## config.mk

```make
export PLATFORM = sky130hd
export DESIGN_NAME = sunsoft_fme7_mapper
export DESIGN_NICKNAME = d
export VERILOG_FILES = /design/src/rtl/sunsoft_fme7_mapper.sv
export SDC_FILE = /design/constraint.sdc
export NUM_CORES = 1
export LEC_CHECK = 0
export CAP_MARGIN = 10
export CORE_MARGIN = 1
export CORE_UTILIZATION = 40
export DETAILED_ROUTE_END_ITERATION = 10
export GPL_TIMING_DRIVEN = 0
export PLACE_DENSITY = 0.76
export SETUP_SLACK_MARGIN = 0.05
export SKIP_CTS_REPAIR_TIMING = 1
export SYNTH_ARGS = -nofsm -noshare
export SYNTH_HDL_FRONTEND = slang
export SYNTH_SLANG_ARGS = --single-unit
```

## constraint.sdc

```tcl
create_clock -name clk -period 3.8 [get_ports clk]
set_input_delay 0.76 -clock clk [delete_from_list [all_inputs] [get_ports clk]]
set_output_delay 0.76 -clock clk [all_outputs]
set_load 0.03 [all_outputs]
```

## src/rtl/sunsoft_fme7_mapper.sv

```systemverilog
// rtl/sunsoft_fme7_mapper.sv - Sunsoft FME-7 mapper: command/parameter banking, mirroring, CPU-cycle IRQ counter
module sunsoft_fme7_mapper #(
    parameter int PRG_BANK_BITS = 6,
    parameter int CHR_BANK_BITS = 8,
    parameter bit RAM_SUPPORT   = 1'b1
) (
    input  logic        clk,
    input  logic        reset_n,
    input  logic        ce,
    input  logic [31:0] flags,
    input  logic [15:0] prg_ain,
    input  logic        prg_read,
    input  logic        prg_write,
    input  logic [7:0]  prg_din,
    output logic [21:0] prg_aout,
    output logic        prg_allow,
    input  logic [13:0] chr_ain,
    output logic [21:0] chr_aout,
    output logic        chr_allow,
    output logic        vram_a10,
    output logic        vram_ce,
    output logic        irq
);

    logic [3:0]               r_cmd;
    logic [CHR_BANK_BITS-1:0] r_chr_bank [8];
    // index 0 is the $6000 window, 1-3 are $8000/$A000/$C000
    logic [PRG_BANK_BITS-1:0] r_prg_bank [4];
    logic                     r_ram_sel;
    logic                     r_ram_en;
    logic [1:0]               r_mirroring;
    logic                     r_irq_en;
    logic                     r_cnt_en;
    logic [15:0]              r_counter;
    logic                     r_irq;

    logic       w_cmd_write;
    logic       w_param_write;
    logic       w_cnt_load;
    logic       w_irq_ack;
    logic       w_dec;
    logic       w_underflow;
    logic       w_win6;
    logic [8:0] w_prg_bank9;
    logic [9:0] w_chr_bank10;
    logic       w_unused_inputs;

    assign w_cmd_write   = ce & prg_write & (prg_ain[15:13] == 3'b100);
    assign w_param_write = ce & prg_write & (prg_ain[15:13] == 3'b101);
    assign w_cnt_load    = w_param_write & (r_cmd[3:1] == 3'b111);
    assign w_irq_ack     = w_param_write & (r_cmd == 4'hD);
    // A counter load replaces the decrement for that cycle, so it can never underflow
    assign w_dec         = ce & r_cnt_en & ~w_cnt_load;
    assign w_underflow   = w_dec & (r_counter == 16'h0000);

    always_ff @(posedge clk or negedge reset_n) begin
        if (!reset_n) begin
            r_cmd       <= 4'h0;
            for (int i = 0; i < 8; i++) r_chr_bank[i] <= '0;
            for (int i = 0; i < 4; i++) r_prg_bank[i] <= '0;
            r_ram_sel   <= 1'b0;
            r_ram_en    <= 1'b0;
            r_mirroring <= 2'b00;
            r_irq_en    <= 1'b0;
            r_cnt_en    <= 1'b0;
            r_counter   <= 16'h0000;
            r_irq       <= 1'b0;
        end else begin
            if (w_cmd_write) r_cmd <= prg_din[3:0];
            if (w_param_write) begin
                if (!r_cmd[3]) begin
                    r_chr_bank[r_cmd[2:0]] <= CHR_BANK_BITS'(prg_din);
                end else begin
                    case (r_cmd[2:0])
                        3'd0: begin
                            r_ram_en      <= prg_din[7];
                            r_ram_sel     <= prg_din[6] & RAM_SUPPORT;
                            r_prg_bank[0] <= PRG_BANK_BITS'(prg_din[5:0]);
                        end
                        3'd1:    r_prg_bank[1] <= PRG_BANK_BITS'(prg_din);
                        3'd2:    r_prg_bank[2] <= PRG_BANK_BITS'(prg_din);
                        3'd3:    r_prg_bank[3] <= PRG_BANK_BITS'(prg_din);
                        3'd4:    r_mirroring   <= prg_din[1:0];
                        3'd5: begin
                            r_irq_en <= prg_din[0];
                            r_cnt_en <= prg_din[7];
                        end
                        default: ;
                    endcase
                end
            end
            if (w_cnt_load) begin
                if (r_cmd[0]) r_counter[15:8] <= prg_din;
                else          r_counter[7:0]  <= prg_din;
            end else if (w_dec) begin
                r_counter <= r_counter - 16'd1;
            end
            if (w_irq_ack)                    r_irq <= 1'b0;
            else if (w_underflow && r_irq_en) r_irq <= 1'b1;
        end
    end

    assign w_win6 = (prg_ain[15:13] == 3'b011);

    always_comb begin
        w_prg_bank9 = 9'(r_prg_bank[0]);
        case (prg_ain[15:13])
            3'b100:  w_prg_bank9 = 9'(r_prg_bank[1]);
            3'b101:  w_prg_bank9 = 9'(r_prg_bank[2]);
            3'b110:  w_prg_bank9 = 9'(r_prg_bank[3]);
            3'b111:  w_prg_bank9 = 9'({PRG_BANK_BITS{1'b1}});
            default: w_prg_bank9 = 9'(r_prg_bank[0]);
        endcase
        if (w_win6 && r_ram_sel) w_prg_bank9 = 9'h1FF;
    end

    assign prg_aout = {w_prg_bank9, prg_ain[12:0]};

    always_comb begin
        prg_allow = 1'b0;
        if (prg_ain[15])     prg_allow = ~prg_write;
        else if (w_win6)     prg_allow = r_ram_sel ? r_ram_en : ~prg_write;
    end

    assign w_chr_bank10 = 10'(r_chr_bank[chr_ain[12:10]]);
    assign chr_aout     = {2'b10, w_chr_bank10, chr_ain[9:0]};
    assign vram_ce      = chr_ain[13];
    assign chr_allow    = flags[15];
    assign irq          = r_irq;

    always_comb begin
        vram_a10 = chr_ain[10];
        case (r_mirroring)
            2'd0: vram_a10 = chr_ain[10];
            2'd1: vram_a10 = chr_ain[11];
            2'd2: vram_a10 = 1'b0;
            2'd3: vram_a10 = 1'b1;
            default: vram_a10 = chr_ain[10];
        endcase
    end

    assign w_unused_inputs = &{1'b0, flags[31:16], flags[14:0], prg_read};

endmodule

```

==> metrics.md <==
| Metric | Value |
|---|---|
| Root Buffer Master | clkbuf_16 |
| CTS tree | yes |
| Synthesis-to-layout area growth | 25.2% |
| Via count | 4,112 |
| Post-synthesis cell type count | 50 |
| Worst vdd ir | 0.228 mV |
| Achievable Freq | between 200 and 300 MHz |
| Clock skew | about 6.4 ps |
| ANT nets after route | 0 |
| Via/cell ratio | about 5.6 |
| HP Class | input pin to asynchronous set/reset pin |
| RSZ-0062 raised after global routing | false |
| Final Wtd Congestion | 0.850 |
| Worst Tran Pin Value | around 750 ps |
| Critical path required time | just over 3000 ps |
| Syn Std Cell Area | about 5700 um^2 |
| Die Wd | between 100 and 150 um |
| Routed wire length | about 14 mm |
| Vias in the first global route | slightly above 4,000 |
| Final min period | approximately 3600 ps |
| Num CTS Buffers | 17 |
| Placeable Area | around 14,000 um^2 |
| DR iter-0 viols | about 260 |
| Cell count after synthesis | ~460 |
| Commonest non-fill, non-tap cell in the layout | dfrtp_1 |
| Die area | about 15,000 um^2 |
| Predominant post-synthesis flop cell | dfrtp_1 |
| Wire per inst | approximately 19 um |
| GR Overflow Total | 0 |
| Starting Density | between 40% and 50% |
| Clock Latency Late Sink | a little over 400 ps |
| TritonRoute pass-1 iters | 5 |
| Critical Path AT | around 2900 ps |
| Synth warn | 0 |
| Maximum capacitance violations | 0 |
| Ant diodes | 0 |
| Largest net degree at the start of global routing | 73 |
| Inst Count DP | roughly 700 |
| Port buffer count | between 50 and 60 |
| Syn Area/Cell | around 12 um^2 |
| First-pass GRT wire length | about 22 mm |
| Top Layer Used | met4 |
| Post-Route M1 WL | about 5.6 mm |
| Nature of the critical path startpoint | input pin |
| Global Route Usage Sum | roughly 20% |
| Synthesized flop and latch total | between 100 and 150 |
| Share of layout cells above drive strength 1 | 37.1% |
| Sequential element share of the synthesized area | between 50% and 60% |
| Async S/R FF share, synth | 100% |
| Worst-path fanout max | 10 |
| # rows | 43 |
| Leak pwr | ~3.4 nW |
| Critical path type | input pin to output pin |
| Initial antenna violation count | 0 |
| # DRC | 0 |
| Fill count | about 1,100 |
| Max Buffers Root-to-Sink | 2 |
| Total Nets Final | 619 |
| Ports | between 100 and 150 |
| Final Hold Vio Count | 0 |
| Period utilization | a little over nine tenths |
| Slew Limit Fails | 0 |
| Worst relative slew slack | about half |
| Final Setup Violations | 0 |
| Most frequent cells in the layout | dfrtp_1, mux2_2, clkdlybuf4s50_1 |
| Pre-CTS setup slack | -300 ps |
| Non-Filler Instances | 735 |
| Worst setup margin | about 150 ps |
| CP endpoint kind | output pin |
| Clock slew at reported path FFs | 50 ps |
| CTS sink count | ~120 |
| WHS | about 350 ps |
| Post-synth EDFFs | 0 |
| Post-DP HPWL | about 9.5 mm |
| Outcome | finished, final reports clean |
| Metal3 WL | about 850 um |
| Met2 routed WL | ~7.1 mm |
| Power density over the cells | around 550 nW/um^2 |
| Die Height | ~120 um |
| Clock H-tree levels | 4 |
==> worst paths after layout <==
path	startpoint	end	slack, ps	cells past startpoint
max in group asynchronous	reset_n	r_mirroring[0]	2670	2
worst min register to register	r_chr_bank[28]	r_chr_bank[28]	480	2
min in group clk	r_chr_bank[28]	r_chr_bank[28]	480	2
worst min-delay path	reset_n	r_chr_bank[31]	350	1
worst max-delay path	prg_ain[13]	prg_aout[14]	150	6
worst max register to register	r_cmd[0]	r_prg_bank[12]	1630	4
==> cell families after synthesis <==
kind of cell | after synthesis | share of synthesized area, %
fa+ha+maj | 1 | 0.218
mux | 118 | 26.3
buf+inv | 61 | 6.09
other cells | 2 | 0.131
compound gates | 47 | 5.62
simple gates | 117 | 11.5
flops | 115 | 50.1
xor+xnor | 1 | 0.152
==> synthesized netlist by cell type, types with 4 or more instances <==
master / number / area share [%]
inv_1: 8 / 0.52
nor3_1: 8 / 0.70
mux2_2: 102 / 20
a21oi_1: 7 / 0.61
buf_4: 31 / 4.0
nand2b_1: 11 / 1.2
o21ai_0: 16 / 1.4
nand3_1: 16 / 1.4
nor2_1: 20 / 1.3
o221ai_1: 7 / 1.1
buf_2: 4 / 0.35
mux4_2: 16 / 6.3
clkbuf_1: 15 / 0.98
nand2_1: 31 / 2.0
dfrtp_1: 115 / 50
a211oi_1: 4 / 0.52
==> flip-flops by register name (all words and copies together) (netlist names) <==
name	cells
r_prg_bank	24
r_cmd	4
r_mirroring	2
r_cnt_en	1
r_counter	16
irq	1
r_irq_en	1
r_ram_en	1
r_ram_sel	1
r_chr_bank	64
==> per-layer routing <==
layer  vias to the layer above  global-route usage (%)
met3                        25                    4.54
met5                         -                       0
met2                       168                    33.5
met1                      2097                    24.2
li1                       1822                       -
met4                         0                    7.87
==> critical path, stage by stage <==
cell and delay [ps]:
clkdlybuf4s50_1 610, clkbuf_4 280, mux2_2 350, o221ai_1 180, nand3_1 110, clkdlybuf4s50_1 600
==> metrics by stage <==
step	area [um^2]	setup TNS, ps	power [mW]	util (%)
CTS	7170	-2000	3.94	51.5
finish	7190	0	3.93	51.6
detailed placement	6590	-1850	2.40	47.3
floorplan	5760	0	2.13	-
global route	7190	0	4.08	51.6
global placement	6560	-252030	2.34	47.1
==> where the power goes <==
part	total [mW]	internal, mW	switching, mW
clock network	1.53	0.994	0.538
logic	0.823	0.399	0.423
registers	1.58	1.42	0.154
total	3.93	2.82	1.12
==> layout make-up <==
type	instances	area, um^2	share of cell area, %
Buffer	53	328	4.56
Sequential cell	115	2880	40.0
Clock buffer	23	508	7.06
Clock inverter	8	75.1	1.04
Tap cell	180	225	3.13
Inverter	8	30.0	0.417
Timing Repair Buffer	60	623	8.66
Multi-Input combinational cell	288	2530	35.1
(Power assumes the default switching activity.)
